===== src/rtl/scan_sequencer_if.sv =====
// Host/Transmitter-facing bundle of the scan sequencer; err_timeout exists only when SCAN_TIMEOUT_EN is defined.
// master = host + Transmitter side, slave = the sequencer itself.
interface scan_sequencer_if #(
    parameter int ANGLE_DW = 8,
    parameter int DW_INPUT = 8,
    parameter int PTS_DW   = 10,
    parameter int HOLD_DW  = 16
);
    logic                start;
    logic                abort;
    logic [ANGLE_DW-1:0] cfg_angle_start;
    logic [ANGLE_DW-1:0] cfg_angle_end;
    logic [ANGLE_DW-1:0] cfg_angle_step;
    logic [DW_INPUT-1:0] cfg_r0_start;
    logic [DW_INPUT-1:0] cfg_r0_step;
    logic [PTS_DW-1:0]   cfg_num_points;
    logic [HOLD_DW-1:0]  cfg_holdoff;
    logic                tx_done;
    logic                tx_initiate;
    logic [ANGLE_DW-1:0] tx_angle;
    logic [DW_INPUT-1:0] tx_r0;
    logic [PTS_DW-1:0]   point_idx;
    logic                busy;
    logic                line_done;
    logic                frame_done;
`ifdef SCAN_TIMEOUT_EN
    logic                err_timeout;
`endif

    modport master (
        output start, abort, cfg_angle_start, cfg_angle_end, cfg_angle_step,
               cfg_r0_start, cfg_r0_step, cfg_num_points, cfg_holdoff, tx_done,
        input  tx_initiate, tx_angle, tx_r0, point_idx, busy, line_done, frame_done
`ifdef SCAN_TIMEOUT_EN
        , input err_timeout
`endif
    );

    modport slave (
        input  start, abort, cfg_angle_start, cfg_angle_end, cfg_angle_step,
               cfg_r0_start, cfg_r0_step, cfg_num_points, cfg_holdoff, tx_done,
        output tx_initiate, tx_angle, tx_r0, point_idx, busy, line_done, frame_done
`ifdef SCAN_TIMEOUT_EN
        , output err_timeout
`endif
    );
endinterface


===== src/rtl/scan_sequencer.sv =====
// Frame controller: per angle, issues num_points initiates (r_0 stepped, saturating); next initiate 1+done wait+holdoff+1 cycles later.
// Waits on tx_done with no backpressure otherwise; abort returns to IDLE at once. SCAN_TIMEOUT_EN adds a done watchdog.
module scan_sequencer #(
    parameter int ANGLE_DW    = 8,
    parameter int DW_INPUT    = 8,
    parameter int PTS_DW      = 10,
    parameter int HOLD_DW     = 16,
    parameter int TIMEOUT_CYC = 65535
) (
    input logic             clk,
    input logic             rst,
    scan_sequencer_if.slave bus
);
    typedef enum logic [2:0] {IDLE, ISSUE, WAIT_DONE, HOLDOFF, NEXT, FRAME_END} state_t;

    state_t              state;
    logic [ANGLE_DW-1:0] angle_end_q;
    logic [ANGLE_DW-1:0] angle_step_q;
    logic [DW_INPUT-1:0] r0_start_q;
    logic [DW_INPUT-1:0] r0_step_q;
    logic [PTS_DW-1:0]   num_points_q;
    logic [HOLD_DW-1:0]  holdoff_q;
    logic [HOLD_DW-1:0]  hold_cnt;

    logic [DW_INPUT:0]   r0_sum;
    logic [DW_INPUT-1:0] r0_next;
    logic [ANGLE_DW:0]   angle_sum;
    logic                accept;
    logic                last_point;
    logic                angle_stop;

`ifdef SCAN_TIMEOUT_EN
    localparam int WD_W = (TIMEOUT_CYC > 1) ? $clog2(TIMEOUT_CYC + 1) : 1;
    logic [WD_W-1:0] wd_cnt;
`endif

    assign accept     = bus.start && !bus.abort && (bus.cfg_num_points != '0) &&
                        (bus.cfg_angle_start <= bus.cfg_angle_end);
    assign last_point = (bus.point_idx == (num_points_q - PTS_DW'(1)));
    assign r0_sum     = {1'b0, bus.tx_r0} + {1'b0, r0_step_q};
    assign r0_next    = r0_sum[DW_INPUT] ? {DW_INPUT{1'b1}} : r0_sum[DW_INPUT-1:0];
    assign angle_sum  = {1'b0, bus.tx_angle} + {1'b0, angle_step_q};
    // Carry out means the next angle cannot be represented, so the frame is over.
    assign angle_stop = (angle_step_q == '0) || angle_sum[ANGLE_DW] ||
                        (angle_sum[ANGLE_DW-1:0] > angle_end_q);

    always_ff @(posedge clk) begin
        if (rst) begin
            state           <= IDLE;
            angle_end_q     <= '0;
            angle_step_q    <= '0;
            r0_start_q      <= '0;
            r0_step_q       <= '0;
            num_points_q    <= '0;
            holdoff_q       <= '0;
            hold_cnt        <= '0;
            bus.tx_initiate <= 1'b0;
            bus.tx_angle    <= '0;
            bus.tx_r0       <= '0;
            bus.point_idx   <= '0;
            bus.busy        <= 1'b0;
            bus.line_done   <= 1'b0;
            bus.frame_done  <= 1'b0;
`ifdef SCAN_TIMEOUT_EN
            wd_cnt          <= '0;
            bus.err_timeout <= 1'b0;
`endif
        end else begin
            bus.tx_initiate <= 1'b0;
            bus.line_done   <= 1'b0;
            bus.frame_done  <= 1'b0;
            if (state != IDLE && bus.abort) begin
                state    <= IDLE;
                bus.busy <= 1'b0;
            end else begin
                case (state)
                    IDLE: if (accept) begin
                        angle_end_q     <= bus.cfg_angle_end;
                        angle_step_q    <= bus.cfg_angle_step;
                        r0_start_q      <= bus.cfg_r0_start;
                        r0_step_q       <= bus.cfg_r0_step;
                        num_points_q    <= bus.cfg_num_points;
                        holdoff_q       <= bus.cfg_holdoff;
                        bus.tx_angle    <= bus.cfg_angle_start;
                        bus.tx_r0       <= bus.cfg_r0_start;
                        bus.point_idx   <= '0;
                        bus.tx_initiate <= 1'b1;
                        bus.busy        <= 1'b1;
                        state           <= ISSUE;
`ifdef SCAN_TIMEOUT_EN
                        bus.err_timeout <= 1'b0;
`endif
                    end
                    ISSUE: begin
                        state <= WAIT_DONE;
`ifdef SCAN_TIMEOUT_EN
                        wd_cnt <= '0;
`endif
                    end
                    WAIT_DONE: begin
                        if (bus.tx_done) begin
                            hold_cnt <= holdoff_q;
                            state    <= (holdoff_q == '0) ? NEXT : HOLDOFF;
                        end
`ifdef SCAN_TIMEOUT_EN
                        else if (wd_cnt == WD_W'(TIMEOUT_CYC - 1)) begin
                            bus.err_timeout <= 1'b1;
                            bus.busy        <= 1'b0;
                            state           <= IDLE;
                        end else begin
                            wd_cnt <= wd_cnt + WD_W'(1);
                        end
`endif
                    end
                    HOLDOFF: begin
                        hold_cnt <= hold_cnt - HOLD_DW'(1);
                        if (hold_cnt == HOLD_DW'(1)) state <= NEXT;
                    end
                    NEXT: begin
                        if (!last_point) begin
                            bus.point_idx   <= bus.point_idx + PTS_DW'(1);
                            bus.tx_r0       <= r0_next;
                            bus.tx_initiate <= 1'b1;
                            state           <= ISSUE;
                        end else begin
                            bus.line_done <= 1'b1;
                            bus.point_idx <= '0;
                            bus.tx_r0     <= r0_start_q;
                            if (angle_stop) begin
                                bus.frame_done <= 1'b1;
                                state          <= FRAME_END;
                            end else begin
                                bus.tx_angle    <= angle_sum[ANGLE_DW-1:0];
                                bus.tx_initiate <= 1'b1;
                                state           <= ISSUE;
                            end
                        end
                    end
                    FRAME_END: begin
                        bus.busy <= 1'b0;
                        state    <= IDLE;
                    end
                    default: state <= IDLE;
                endcase
            end
        end
    end
endmodule


===== src/flat_wrapper.sv =====
// flat-port wrapper written by rule: the top's interface ports become plain ports
module scan_sequencer_flat 
#(
    parameter int ANGLE_DW    = 8,
    parameter int DW_INPUT    = 8,
    parameter int PTS_DW      = 10,
    parameter int HOLD_DW     = 16,
    parameter int TIMEOUT_CYC = 65535
)
  (clk, rst, bus_start, bus_abort, bus_cfg_angle_start, bus_cfg_angle_end, bus_cfg_angle_step, bus_cfg_r0_start, bus_cfg_r0_step, bus_cfg_num_points, bus_cfg_holdoff, bus_tx_done, bus_tx_initiate, bus_tx_angle, bus_tx_r0, bus_point_idx, bus_busy, bus_line_done, bus_frame_done);
  scan_sequencer_if #(.ANGLE_DW(ANGLE_DW), .DW_INPUT(DW_INPUT), .PTS_DW(PTS_DW), .HOLD_DW(HOLD_DW)) bus_i ();
  input logic clk;
  input logic rst;
  input wire logic [$bits(bus_i.start)-1:0] bus_start;
  input wire logic [$bits(bus_i.abort)-1:0] bus_abort;
  input wire logic [$bits(bus_i.cfg_angle_start)-1:0] bus_cfg_angle_start;
  input wire logic [$bits(bus_i.cfg_angle_end)-1:0] bus_cfg_angle_end;
  input wire logic [$bits(bus_i.cfg_angle_step)-1:0] bus_cfg_angle_step;
  input wire logic [$bits(bus_i.cfg_r0_start)-1:0] bus_cfg_r0_start;
  input wire logic [$bits(bus_i.cfg_r0_step)-1:0] bus_cfg_r0_step;
  input wire logic [$bits(bus_i.cfg_num_points)-1:0] bus_cfg_num_points;
  input wire logic [$bits(bus_i.cfg_holdoff)-1:0] bus_cfg_holdoff;
  input wire logic [$bits(bus_i.tx_done)-1:0] bus_tx_done;
  output wire logic [$bits(bus_i.tx_initiate)-1:0] bus_tx_initiate;
  output wire logic [$bits(bus_i.tx_angle)-1:0] bus_tx_angle;
  output wire logic [$bits(bus_i.tx_r0)-1:0] bus_tx_r0;
  output wire logic [$bits(bus_i.point_idx)-1:0] bus_point_idx;
  output wire logic [$bits(bus_i.busy)-1:0] bus_busy;
  output wire logic [$bits(bus_i.line_done)-1:0] bus_line_done;
  output wire logic [$bits(bus_i.frame_done)-1:0] bus_frame_done;
  assign bus_i.start = bus_start;
  assign bus_i.abort = bus_abort;
  assign bus_i.cfg_angle_start = bus_cfg_angle_start;
  assign bus_i.cfg_angle_end = bus_cfg_angle_end;
  assign bus_i.cfg_angle_step = bus_cfg_angle_step;
  assign bus_i.cfg_r0_start = bus_cfg_r0_start;
  assign bus_i.cfg_r0_step = bus_cfg_r0_step;
  assign bus_i.cfg_num_points = bus_cfg_num_points;
  assign bus_i.cfg_holdoff = bus_cfg_holdoff;
  assign bus_i.tx_done = bus_tx_done;
  assign bus_tx_initiate = bus_i.tx_initiate;
  assign bus_tx_angle = bus_i.tx_angle;
  assign bus_tx_r0 = bus_i.tx_r0;
  assign bus_point_idx = bus_i.point_idx;
  assign bus_busy = bus_i.busy;
  assign bus_line_done = bus_i.line_done;
  assign bus_frame_done = bus_i.frame_done;
  scan_sequencer #(.ANGLE_DW(ANGLE_DW), .DW_INPUT(DW_INPUT), .PTS_DW(PTS_DW), .HOLD_DW(HOLD_DW), .TIMEOUT_CYC(TIMEOUT_CYC)) u_core (.clk(clk), .rst(rst), .bus(bus_i));
endmodule

===== config.mk =====
export PLATFORM = sky130hd
export DESIGN_NAME = scan_sequencer_flat
export DESIGN_NICKNAME = d
export VERILOG_FILES = /design/src/rtl/scan_sequencer_if.sv /design/src/rtl/scan_sequencer.sv /design/src/flat_wrapper.sv
export SDC_FILE = /design/constraint.sdc
export NUM_CORES = 1
export LEC_CHECK = 0
export CAP_MARGIN = 15
export CORE_ASPECT_RATIO = 0.5
export CORE_MARGIN = 8
export CORE_UTILIZATION = 39
export CTS_BUF_LIST = sky130_fd_sc_hd__clkbuf_8 sky130_fd_sc_hd__clkbuf_16
export DETAILED_ROUTE_END_ITERATION = 6
export SLEW_MARGIN = 40
export SYNTH_ARGS = -nofsm -noshare
export SYNTH_HDL_FRONTEND = slang
export SYNTH_SLANG_ARGS = --single-unit

===== constraint.sdc =====
create_clock -name clk -period 3.9 [get_ports clk]
set_input_delay 0.585 -clock clk [delete_from_list [all_inputs] [get_ports clk]]
set_output_delay 0.585 -clock clk [all_outputs]
set_load 0.05 [all_outputs]

==> flow_summary.ini <==
[placement]
post-dp-hpwl_mm = 13.39
place_ws_ns = 0.05813
gp_congestion = 0.8610
dp_cells = 1080
port_buffers = 100

[worst_setup_path]
slowest_delay_ns = 0.44
reg2reg_to = u_core.bus.tx_angle[7]$_SDFFE_PP0P_
end_kind = flop
worstReg2RegStart = u_core.bus.tx_angle[0]$_SDFFE_PP0P_
cpMaxStageDelayCell = fa_1
critical_path.startpoint_type = flop
path_cells = ha_1, fa_1, a211oi_1, o21bai_1, a21oi_1, xnor2_1, ha_1, nand4_1, nor3_2, nor2_1, a211oi_2, a21boi_1, a2111oi_4, a211oi_2
crit_family = compound AO/OA/AOI/OAI gates
critPathMaxFanout = 3
worstPathArrival_ns = 3.84
path_buf_inv = 0
rrSetupSlack_ns = 0.27
critPathKind = flop to flop
cp_data_required_time_ns = 4.11
reg2reg_depth = 14

[route]
drt-initial-drc-count = 446
finalWirelength_mm = 18.55
via_per_inst = 5.497
vias = 6036
drc = 0
dr.pass1.iters = 5
wire_per_inst_um = 16.89
antenna_left = 0

[floorplanning]
initial_utilization_pct = 40.05
core_mm2 = 0.01549
io_pins = 101
die_h_um = 105.2
die_w_um = 194.4
row_count = 32
dieArea_mm2 = 0.02045

[clocking]
clk_path_buf_depth = 2
clkTransAtPathRegs_ns = 0.08
cts_buffers = 9
cts_hold_repair.buffers = 0
root_buffer = clkbuf_16
cts.sinks = 107
cts_max_level = 3
insertion_delay_ns = 0.35
cts_tree = built

[synth]
yosys.area_share.simple_pct = 22.00
yosysUniqueCellTypes = 67
ys_ff_latch = 107
yosys-top-cells-area = dfxtp_1 (35%), a21oi_1 (9.3%), nand2_1 (9.0%)
synth_top_family_by_area = compound AO/OA/AOI/OAI gates
synth_top_cell_by_area = dfxtp_1
syn_area_per_cell_um2 = 7.671
synth_top_area_share_pct = 34.52
ys.flop_type = dfxtp_1
synth_area_mm2 = 0.006206
synth.area.mux_share_pct = 1.169
yosysWarnings = 0
synth_xor_xnor_area_share_pct = 2.964
synth_nets = 918
async_flop_share_pct = 0
synthAdderAreaFrac_pct = 7.903
synth_edf_count = 0
synth-compound-area-share_pct = 26.13
synth_cells = 809
yosysSeqAreaShare_pct = 34.52

[flow_run]
drv_cap = 0

[power_and_ir_drop]
pwr-share-comb_pct = 33.0
irDropWorstVdd_mv = 0.2498
intPower_mw = 2.123
p_sw_share_pct = 36.19
p_per_area_mw_per_mm2 = 430.4
p_seq_share_pct = 38.6
p_sw_mw = 1.204
p_clk_share_pct = 28.4
p_leak_nw = 2.836

[worst_hold_path]
holdCritStartpoint = u_core.r0_start_q[7]$_SDFFE_PP0P_
hold_path_end = u_core.r0_start_q[7]$_SDFFE_PP0P_
min_path_type = flop to flop
hold-path-cell-count = 2

[timing]
worstMarginPinSlew_ns = 0.8390
maxSlewViolCount = 0
period_needed_ns = 3.626
finalCritPeriodShare_pct = 92.97
setup_ws_ns = 0.2741
slew_headroom_pct = 43.86
hold_viol = 0
fmax_mhz = 275.8
holdWs_ns = 0.4587
fin_skew_ns = 0.004825
finalSetupViolCount = 0

[final_layout]
fillCellCount = 1521
final_nets = 998
layout_commonest_cell = nand2_1
fin_cells = 1098
layout_common_cells = nand2_1 (149), a21oi_1 (115), dfxtp_1 (107), clkdlybuf4s50_1 (99), nor2_1 (53)
layout-drive-gt1-share_pct = 5.817
area_delta_synth_final_pct = 24.60
antenna_cells = 0

[global_routing]
grt_max_degree = 63
track_usage_pct = 17.76
grt_pass1_vias = 5817
antenna_found_initial = 0
grt_overflow = 0
grt_pass1_wl_mm = 30.27

[run_status]
outcome = complete, no violations
kinds of logic after synthesis:
kind of cell | Yosys count
compound gates | 246
buf+inv | 85
fa+ha+maj | 38
xor+xnor | 21
mux | 7
flops | 107
simple gates | 305
final cells by class:
cell class                 count  area, um2  area share [%]
timing repair buffer         113       1109           14.34
multi-input combinational    617       3771           48.77
clock inverter                 7      76.32          0.9871
inverter                      41      153.9           1.990
sequential                   107       2142           27.70
tap                          204      255.2           3.301
clock buffer                   9      225.2           2.913
worst max-delay path by stage:
stage / from / endpoint / slack [ns] / cells past startpoint
3_5_place_dp: u_core.bus.tx_angle[0]$_SDFFE_PP0P_ / u_core.bus.tx_angle[2]$_SDFFE_PP0P_ / 0.06 / 14
3_3_place_gp: u_core.bus.tx_angle[0]$_SDFFE_PP0P_ / u_core.bus.tx_angle[2]$_SDFFE_PP0P_ / 0.27 / 14
6_report: u_core.bus.tx_angle[0]$_SDFFE_PP0P_ / u_core.bus.tx_angle[7]$_SDFFE_PP0P_ / 0.27 / 14
2_1_floorplan: u_core.bus.tx_angle[0]$_SDFFE_PP0P_ / u_core.bus.tx_angle[0]$_SDFFE_PP0P_ / 0.27 / 15
4_1_cts: u_core.bus.tx_angle[0]$_SDFFE_PP0P_ / u_core.bus.tx_angle[2]$_SDFFE_PP0P_ / 0.03 / 14
5_1_grt: u_core.bus.tx_angle[0]$_SDFFE_PP0P_ / u_core.bus.tx_angle[2]$_SDFFE_PP0P_ / -0.04 / 14
flip-flops by register name, summed over array words and instances, names as in the netlist:
signal and cells:
u_core.angle_end_q 8, u_core.num_points_q 10, u_core.bus.line_done 1, u_core.angle_step_q 8
u_core.bus.tx_initiate 1, u_core.bus.tx_angle 8, u_core.hold_cnt 16, u_core.r0_step_q 8
u_core.state 3, u_core.bus.point_idx 10, u_core.r0_start_q 8, u_core.bus.frame_done 1
u_core.holdoff_q 16, u_core.bus.tx_r0 8, u_core.bus.busy 1
power by group through the flow:
stage	clock network [mW]	logic, mW	registers [mW]
floorplan	0	0.660	1.37
detailed placement	0	1.07	1.31
global placement	0	1.06	1.31
CTS	0.973	1.08	1.28
global route	1.02	1.22	1.30
finish	0.946	1.10	1.28
metal layers:
metal	wire, um	vias up	track usage (%)
met5	0	-	0
met4	164	0	4.607
met3	1001	12	3.809
met2	8066	164	27.22
met1	9317	2814	24.92
li1	-	3046	-
worst register-to-register path: stages, from the launching register on:
cell and delay [ns]:
dfxtp_1 0.32, ha_1 0.23, fa_1 0.44, a211oi_1 0.28
o21bai_1 0.11, a21oi_1 0.22, xnor2_1 0.13, ha_1 0.31
nand4_1 0.15, nor3_2 0.25, nor2_1 0.08, a211oi_2 0.33
a21boi_1 0.18, a2111oi_4 0.34, a211oi_2 0.11
what timing repair did:
item / in CTS / in global routing
resized for setup: 0 / 4
buffers inserted: 0 / 2
setup endpoints to repair: 0 / 8
endpoints found under the hold margin: 0 / 0
through the flow:
step                power (mW)  cell area (um2)  setup TNS [ns]  util (%)
finish                   3.328             7732               0     49.90
global route             3.541             7732        -0.03554     49.90
CTS                      3.331             7686               0     49.60
detailed placement       2.378             7385               0     47.66
global placement         2.361             7385               0     47.66
floorplan                2.030             6206               0         -
synthesized netlist by cell type, drive strengths merged, types with 11 or more instances:
cell type	instances
nand2	149
a21oi	115
dfxtp	107
nor2	54
clkbuf	40
inv	40
o21ai	38
ha	36
nand3	26
nor3	17
xnor2	14
nor4	12
a211oi	11
nand4	11
Note: power is estimated with default switching activity, not from simulation.
